[config.mk]
export PLATFORM = sky130hd
export DESIGN_NAME = alu_req_d
export DESIGN_NICKNAME = d
export VERILOG_FILES = /design/src/rtl/alu_req_d.sv
export SDC_FILE = /design/constraint.sdc
export NUM_CORES = 1
export LEC_CHECK = 0
export ABC_AREA = 1
export BUFFER_PORTS_ARGS = -buffer_cell sky130_fd_sc_hd__buf_2
export CORE_AREA = 10 10 276 278
export DETAILED_ROUTE_END_ITERATION = 10
export DIE_AREA = 0 0 286 288
export PLACE_DENSITY = 0.66
export SYNTH_ARGS = -nofsm -noshare
export SYNTH_HDL_FRONTEND = slang
export SYNTH_SLANG_ARGS = --single-unit
export TNS_END_PERCENT = 50
[constraint.sdc]
create_clock -name clk_d -period 5.32 [get_ports clk_d]
set_input_delay 0.798 -clock clk_d [delete_from_list [all_inputs] [get_ports clk_d]]
set_output_delay 0.798 -clock clk_d [all_outputs]
set_load 0.03 [all_outputs]
[src/rtl/alu_req_d.sv]
// alu_req_d: initiator for the combinational alu_d block.
// Buffers operand commands in a FIFO, drives them onto alu_d one at a time,
// waits SETTLE cycles, captures all eight results and returns them in order.
// Optional: define ALU_CHECK_EN to build an internal reference model that
// flags result mismatches on rsp_err_d. Otherwise rsp_err_d is tied to 0.
module alu_req_d #(
   parameter int FIFO_DEPTH = 4,
   parameter int SETTLE     = 2,
   parameter int CNT_W      = 16
) (
   input  logic             clk_d,
   input  logic             rst_d,
   input  logic             cmd_valid_d,
   output logic             cmd_ready_d,
   input  logic [30:0]      cmd_a_d,
   input  logic [30:0]      cmd_b_d,
   input  logic [15:0]      cmd_l_d,
   input  logic [15:0]      cmd_m_d,
   output logic [30:0]      a_d,
   output logic [30:0]      b_d,
   output logic [15:0]      l_d,
   output logic [15:0]      m_d,
   output logic             alu_rst_d,
   input  logic [255:0]     alu_res_d,
   output logic             rsp_valid_d,
   input  logic             rsp_ready_d,
   output logic [255:0]     rsp_res_d,
   output logic             rsp_dz_d,
   output logic             rsp_err_d,
   output logic             busy_d,
   output logic [CNT_W-1:0] cmd_cnt_d
);

   localparam int AW   = $clog2(FIFO_DEPTH);
   localparam int WC_W = (SETTLE < 2) ? 1 : $clog2(SETTLE + 1);

   typedef struct packed {
      logic [30:0] a;
      logic [30:0] b;
      logic [15:0] l;
      logic [15:0] m;
   } cmd_t;

   typedef enum logic [1:0] {S_IDLE, S_WAIT, S_RESP} state_t;

   cmd_t            fifo_mem [FIFO_DEPTH];
   logic [AW-1:0]   wr_ptr, rd_ptr;
   logic [AW:0]     count;
   logic            full, empty, push, pop;
   cmd_t            head;
   state_t          state, state_nxt;
   logic [WC_W-1:0] wcnt;
   logic            capture, done;
   logic [255:0]    res_cap;
   logic            err_cap;

   assign full        = (count == (AW+1)'(FIFO_DEPTH));
   assign empty       = (count == '0);
   assign push        = cmd_valid_d && !full;
   assign cmd_ready_d = !full;
   assign busy_d      = (state != S_IDLE) || !empty;
   assign head        = fifo_mem[rd_ptr];

   // FIFO storage: no reset needed, occupancy is tracked by count
   always_ff @(posedge clk_d) begin
      if (push) fifo_mem[wr_ptr] <= '{a: cmd_a_d, b: cmd_b_d, l: cmd_l_d, m: cmd_m_d};
   end

   // FIFO pointers and registered occupancy
   always_ff @(posedge clk_d) begin
      if (rst_d) begin
         wr_ptr <= '0;
         rd_ptr <= '0;
         count  <= '0;
      end else begin
         if (push) wr_ptr <= wr_ptr + 1'b1;
         if (pop)  rd_ptr <= rd_ptr + 1'b1;
         case ({push, pop})
            2'b10:   count <= count + 1'b1;
            2'b01:   count <= count - 1'b1;
            default: count <= count;
         endcase
      end
   end

   // FSM state register
   always_ff @(posedge clk_d) begin
      if (rst_d) state <= S_IDLE;
      else       state <= state_nxt;
   end

   // FSM next state: pop in IDLE or on a response handshake, capture at end of settle
   always_comb begin
      state_nxt = state;
      pop       = 1'b0;
      capture   = 1'b0;
      done      = 1'b0;
      case (state)
         S_IDLE: begin
            if (!empty) begin
               pop       = 1'b1;
               state_nxt = S_WAIT;
            end
         end
         S_WAIT: begin
            if (wcnt == WC_W'(1)) begin
               capture   = 1'b1;
               state_nxt = S_RESP;
            end
         end
         S_RESP: begin
            if (rsp_ready_d) begin
               done = 1'b1;
               if (!empty) begin
                  pop       = 1'b1;
                  state_nxt = S_WAIT;
               end else begin
                  state_nxt = S_IDLE;
               end
            end
         end
         default: state_nxt = S_IDLE;
      endcase
   end

   // Quotient/remainder from alu_d are meaningless for m==0, so zero them
   always_comb begin
      res_cap = alu_res_d;
      if (m_d == '0) res_cap[159:96] = '0;
   end

`ifdef ALU_CHECK_EN
   logic [31:0] e_sum, e_dif, e_pro, e_quo, e_rem, e_and, e_or, e_xor;

   // Reference model evaluated from the operands currently driven to alu_d
   always_comb begin
      e_sum   = {1'b0, a_d} + {1'b0, b_d};
      e_dif   = {1'b0, a_d} - {1'b0, b_d};
      e_pro   = 32'(l_d) * 32'(m_d);
      e_quo   = '0;
      e_rem   = '0;
      if (m_d != '0) begin
         e_quo = 32'(l_d / m_d);
         e_rem = 32'(l_d % m_d);
      end
      e_and   = {1'b0, a_d & b_d};
      e_or    = {1'b0, a_d | b_d};
      e_xor   = {1'b0, a_d ^ b_d};
      err_cap = (alu_res_d[31:0]    != e_sum) || (alu_res_d[63:32]   != e_dif) ||
                (alu_res_d[95:64]   != e_pro) || (alu_res_d[191:160] != e_and) ||
                (alu_res_d[223:192] != e_or)  || (alu_res_d[255:224] != e_xor) ||
                ((m_d != '0) && ((alu_res_d[127:96] != e_quo) || (alu_res_d[159:128] != e_rem)));
   end
`else
   assign err_cap = 1'b0;
`endif

   // Operand drive, settle counter, response capture and completion count
   always_ff @(posedge clk_d) begin
      if (rst_d) begin
         a_d         <= '0;
         b_d         <= '0;
         l_d         <= '0;
         m_d         <= '0;
         wcnt        <= '0;
         rsp_valid_d <= 1'b0;
         rsp_res_d   <= '0;
         rsp_dz_d    <= 1'b0;
         rsp_err_d   <= 1'b0;
         cmd_cnt_d   <= '0;
      end else begin
         if (pop) begin
            a_d  <= head.a;
            b_d  <= head.b;
            l_d  <= head.l;
            m_d  <= head.m;
            wcnt <= WC_W'(SETTLE);
         end else if (state == S_WAIT) begin
            wcnt <= wcnt - 1'b1;
         end
         if (capture) begin
            rsp_valid_d <= 1'b1;
            rsp_res_d   <= res_cap;
            rsp_dz_d    <= (m_d == '0);
            rsp_err_d   <= err_cap;
         end else if (done) begin
            rsp_valid_d <= 1'b0;
         end
         if (done) cmd_cnt_d <= cmd_cnt_d + 1'b1;
      end
   end

   // alu_d reset follows ours by one cycle
   always_ff @(posedge clk_d) begin
      alu_rst_d <= rst_d;
   end

endmodule

==> impl_results.md <==
* # nets final at 3653
* Post_cts resized at 0
* DRT Wirelength at 100400 microns
* Run status: finished clean
* Count of clock tree sinks at 756
* Commonest non-fill, non-tap cell in the layout: nor2_1
* Post-synth ARST share at 0%
* Clock Path Buffers at 3
* Initial core utilization at 38.73%
* Drt pass-1 iters at 5
* Initial antenna violation count at 59
* Post-route cell area at 0.03445 sq mm
* Root buf cell: clkbuf_16
* GR Overflow Total at 0
* Avg Cell Area, Syn at 10.36 sq um
* Largest net degree at the start of global routing at 259
* IO Pins at 726
* Worst path cell trace: nor3_1 -> nand3_1 -> buf_2
* VDD IR max at 0.4083 mV
* DP HPWL at 68710 microns
* Mapped Area at 0.02745 sq mm
* Maximum clock rate at 348.3 MHz
* H-tree Lvls at 3
* CP Capture Type: output port
* Postcts setup bufs at 0
* Die height at 288 microns
* DIE WIDTH at 286 microns
* Critical Path Start Type: register
* Tcrit/Tclk final at 53.97%
* Synth cell types at 31
* Worst-margin pin slew at 1.279 ns
* Finished Layout Cells at 4327
* Slew Limit Headroom at 14.73%
* Total CTS buffers at 81
* Core Area at 0.07087 sq mm
* CP max-delay cell: nor3_1
* Max Cap Viol at 0
* Final-report setup violation count at 0
* M2 GR Usage at 38.83%
* Hold crit path type: input port to register
* Max Slew Vio Count at 0
* Dpl cells at 4158
* Tmin final at 2.871 ns
* RSZ-0062 raised after global routing: no
* Clk_lat worst skew at 0.64 ns
* Area after DPL at 0.03161 sq mm
* Antenna Nets Post-Route at 0
* P per Cell Area at 521.9 mW/mm^2
* Sequential fraction of the synthesis area at 68.85%
* CP Data Required Time at 4.52 ns
* Reg-to-reg slack, setup at 2.76 ns
* Grt met3 use at 10.36%
* Tot GR Track Use at 23.08%
* CTS clk-pin slew, worst paths at 0.06 ns
* DR vias at 21810
* Post-synth EDFFs at 376
* Global-route wire length before repair at 141800 microns
* Critical Path AT at 2.07 ns
* Multi-input logic area at 0.007526 sq mm
* Main synth FF type: dfxtp_1
* Worst-case clock skew at 0.03878 ns
* Drt drc at 0
* Gp weighted congestion at 0.9196
* Static Leak at 14.44 nW
* Fillers at 6676
* Synthesized Nets at 3012
* Register area at 0.01890 sq mm
* Layout area overhead at 25.50%
* Worst Setup Path Type: register to output port
* Hold buffer count at CTS at 0
* Top Usage Layer GRT: met2
* Via density at 5.040
* Slack of the critical path at 2.449 ns
* Num rows at 98
* Synth top area cells: edfxtp_1 41%, dfxtp_1 28%, nor2_1 11%, o21ai_0 8.5%, o22ai_1 2.1%
* Largest area contributor in the netlist: edfxtp_1
* Met1 usage at 24.46%
* Seq cells post-synth at 756
* Hold_ws at 0.3622 ns
* Crit path max fanout at 4
* Wire per inst at 23.19 microns
* Top-area cell type share of the netlist area at 41.13%
* Post-Synthesis Cells at 2650
* Setup WS pre-CTS at 2.218 ns
* Die ar. at 0.08237 sq mm
* TritonCTS clock tree: built
* Biggest cell delay along the critical path at 0.49 ns
* Fin. Hold Viols at 0
* # port buffers at 724
* Share of cells above drive strength 1 at 26.42%
* Drt initial violations at 1514
* Commonest cells after routing, fill and taps aside: 798 x nor2_1, 723 x buf_2, 466 x o21ai_0
* Vias in the first global route at 20700
* Synth warn at 0
-- state kept, by name, summed over array words and instances, names as in the netlist, 2 cells and up --
name,count
fifo_mem,376
state,2
count,3
l_d,16
rd_ptr,2
m_d,16
b_d,31
wr_ptr,2
a_d,31
cmd_cnt_d,16
rsp_res_d,256
wcnt,2
-- metrics by stage --
| step | utilization (%) | TNS, ns | power (mW) |
|---|---|---|---|
| finish | 48.61 | 0 | 17.98 |
| detailed placement | 44.60 | 0 | 12.31 |
| global placement | 44.60 | 0 | 12.26 |
| floorplan | - | -50.44 | 10.70 |
| global route | 48.56 | 0 | 18.90 |
| CTS | 48.54 | 0 | 18.18 |
-- worst paths after layout --
path | start | endpoint | cells past startpoint
worst max-delay path | count[2] | busy_d | 3
worst max register to register | count[2] | l_d[11] | 7
worst min-delay path | cmd_b_d[19] | fifo_mem[3][51] | 1
worst min register to register | rsp_res_d[123] | rsp_res_d[123] | 2
-- cells in the mapped netlist, drive strengths merged (2+ instances only) --
master	count
o21bai	4
nor3	6
nand2	102
a21oi	82
buf	91
o21ai	488
nand3	75
xor2	2
clkbuf	96
edfxtp	376
nand4	4
o22ai	94
ha	7
inv	33
nor2	805
dfxtp	380
-- logic make-up (layout without fill, tap and decap cells) --
family / after synthesis / after routing / share of synthesized area, %
buffers and inverters: 220 / 927 / 3.852
xor gates and xnor gates: 2 / 2 / 0.06383
DFF: 756 / 756 / 68.85
other: 1 / 21 / 0.01366
AOI/OAI and AO/OA: 669 / 669 / 12.69
adders and majority gates: 8 / 8 / 0.3920
and+or+nand+nor: 994 / 994 / 14.14
-- layer usage --
metal  vias to the layer above  wire length (microns)
met4                        56                   5039
met5                         -                    373
met3                       253                  10610
li1                      10400                      -
met2                       754                  48260
met1                     10340                  36070
-- power by group --
| part | internal, mW | switching [mW] |
|---|---|---|
| registers | 6.92 | 0.451 |
| clock network | 3.45 | 2.39 |
| logic | 1.28 | 3.49 |
| total | 11.6 | 6.33 |
-- area by class of cell --
cell class	count	area share (%)
antenna	20	0.1453
clock buffer	117	6.716
clock inverter	32	1.387
inverter	33	0.4177
multi-input combinational	1674	21.85
sequential	756	54.87
tap	950	3.450
timing repair buffer	745	11.16
-- critical path: cells and delay by family (launching register included) --
family	cells	cell delay (ns)
buffers and inverters	1	0.28
DFF	1	0.34
and+or+nand+nor	2	0.83
Power figures use the tool's default switching activity.
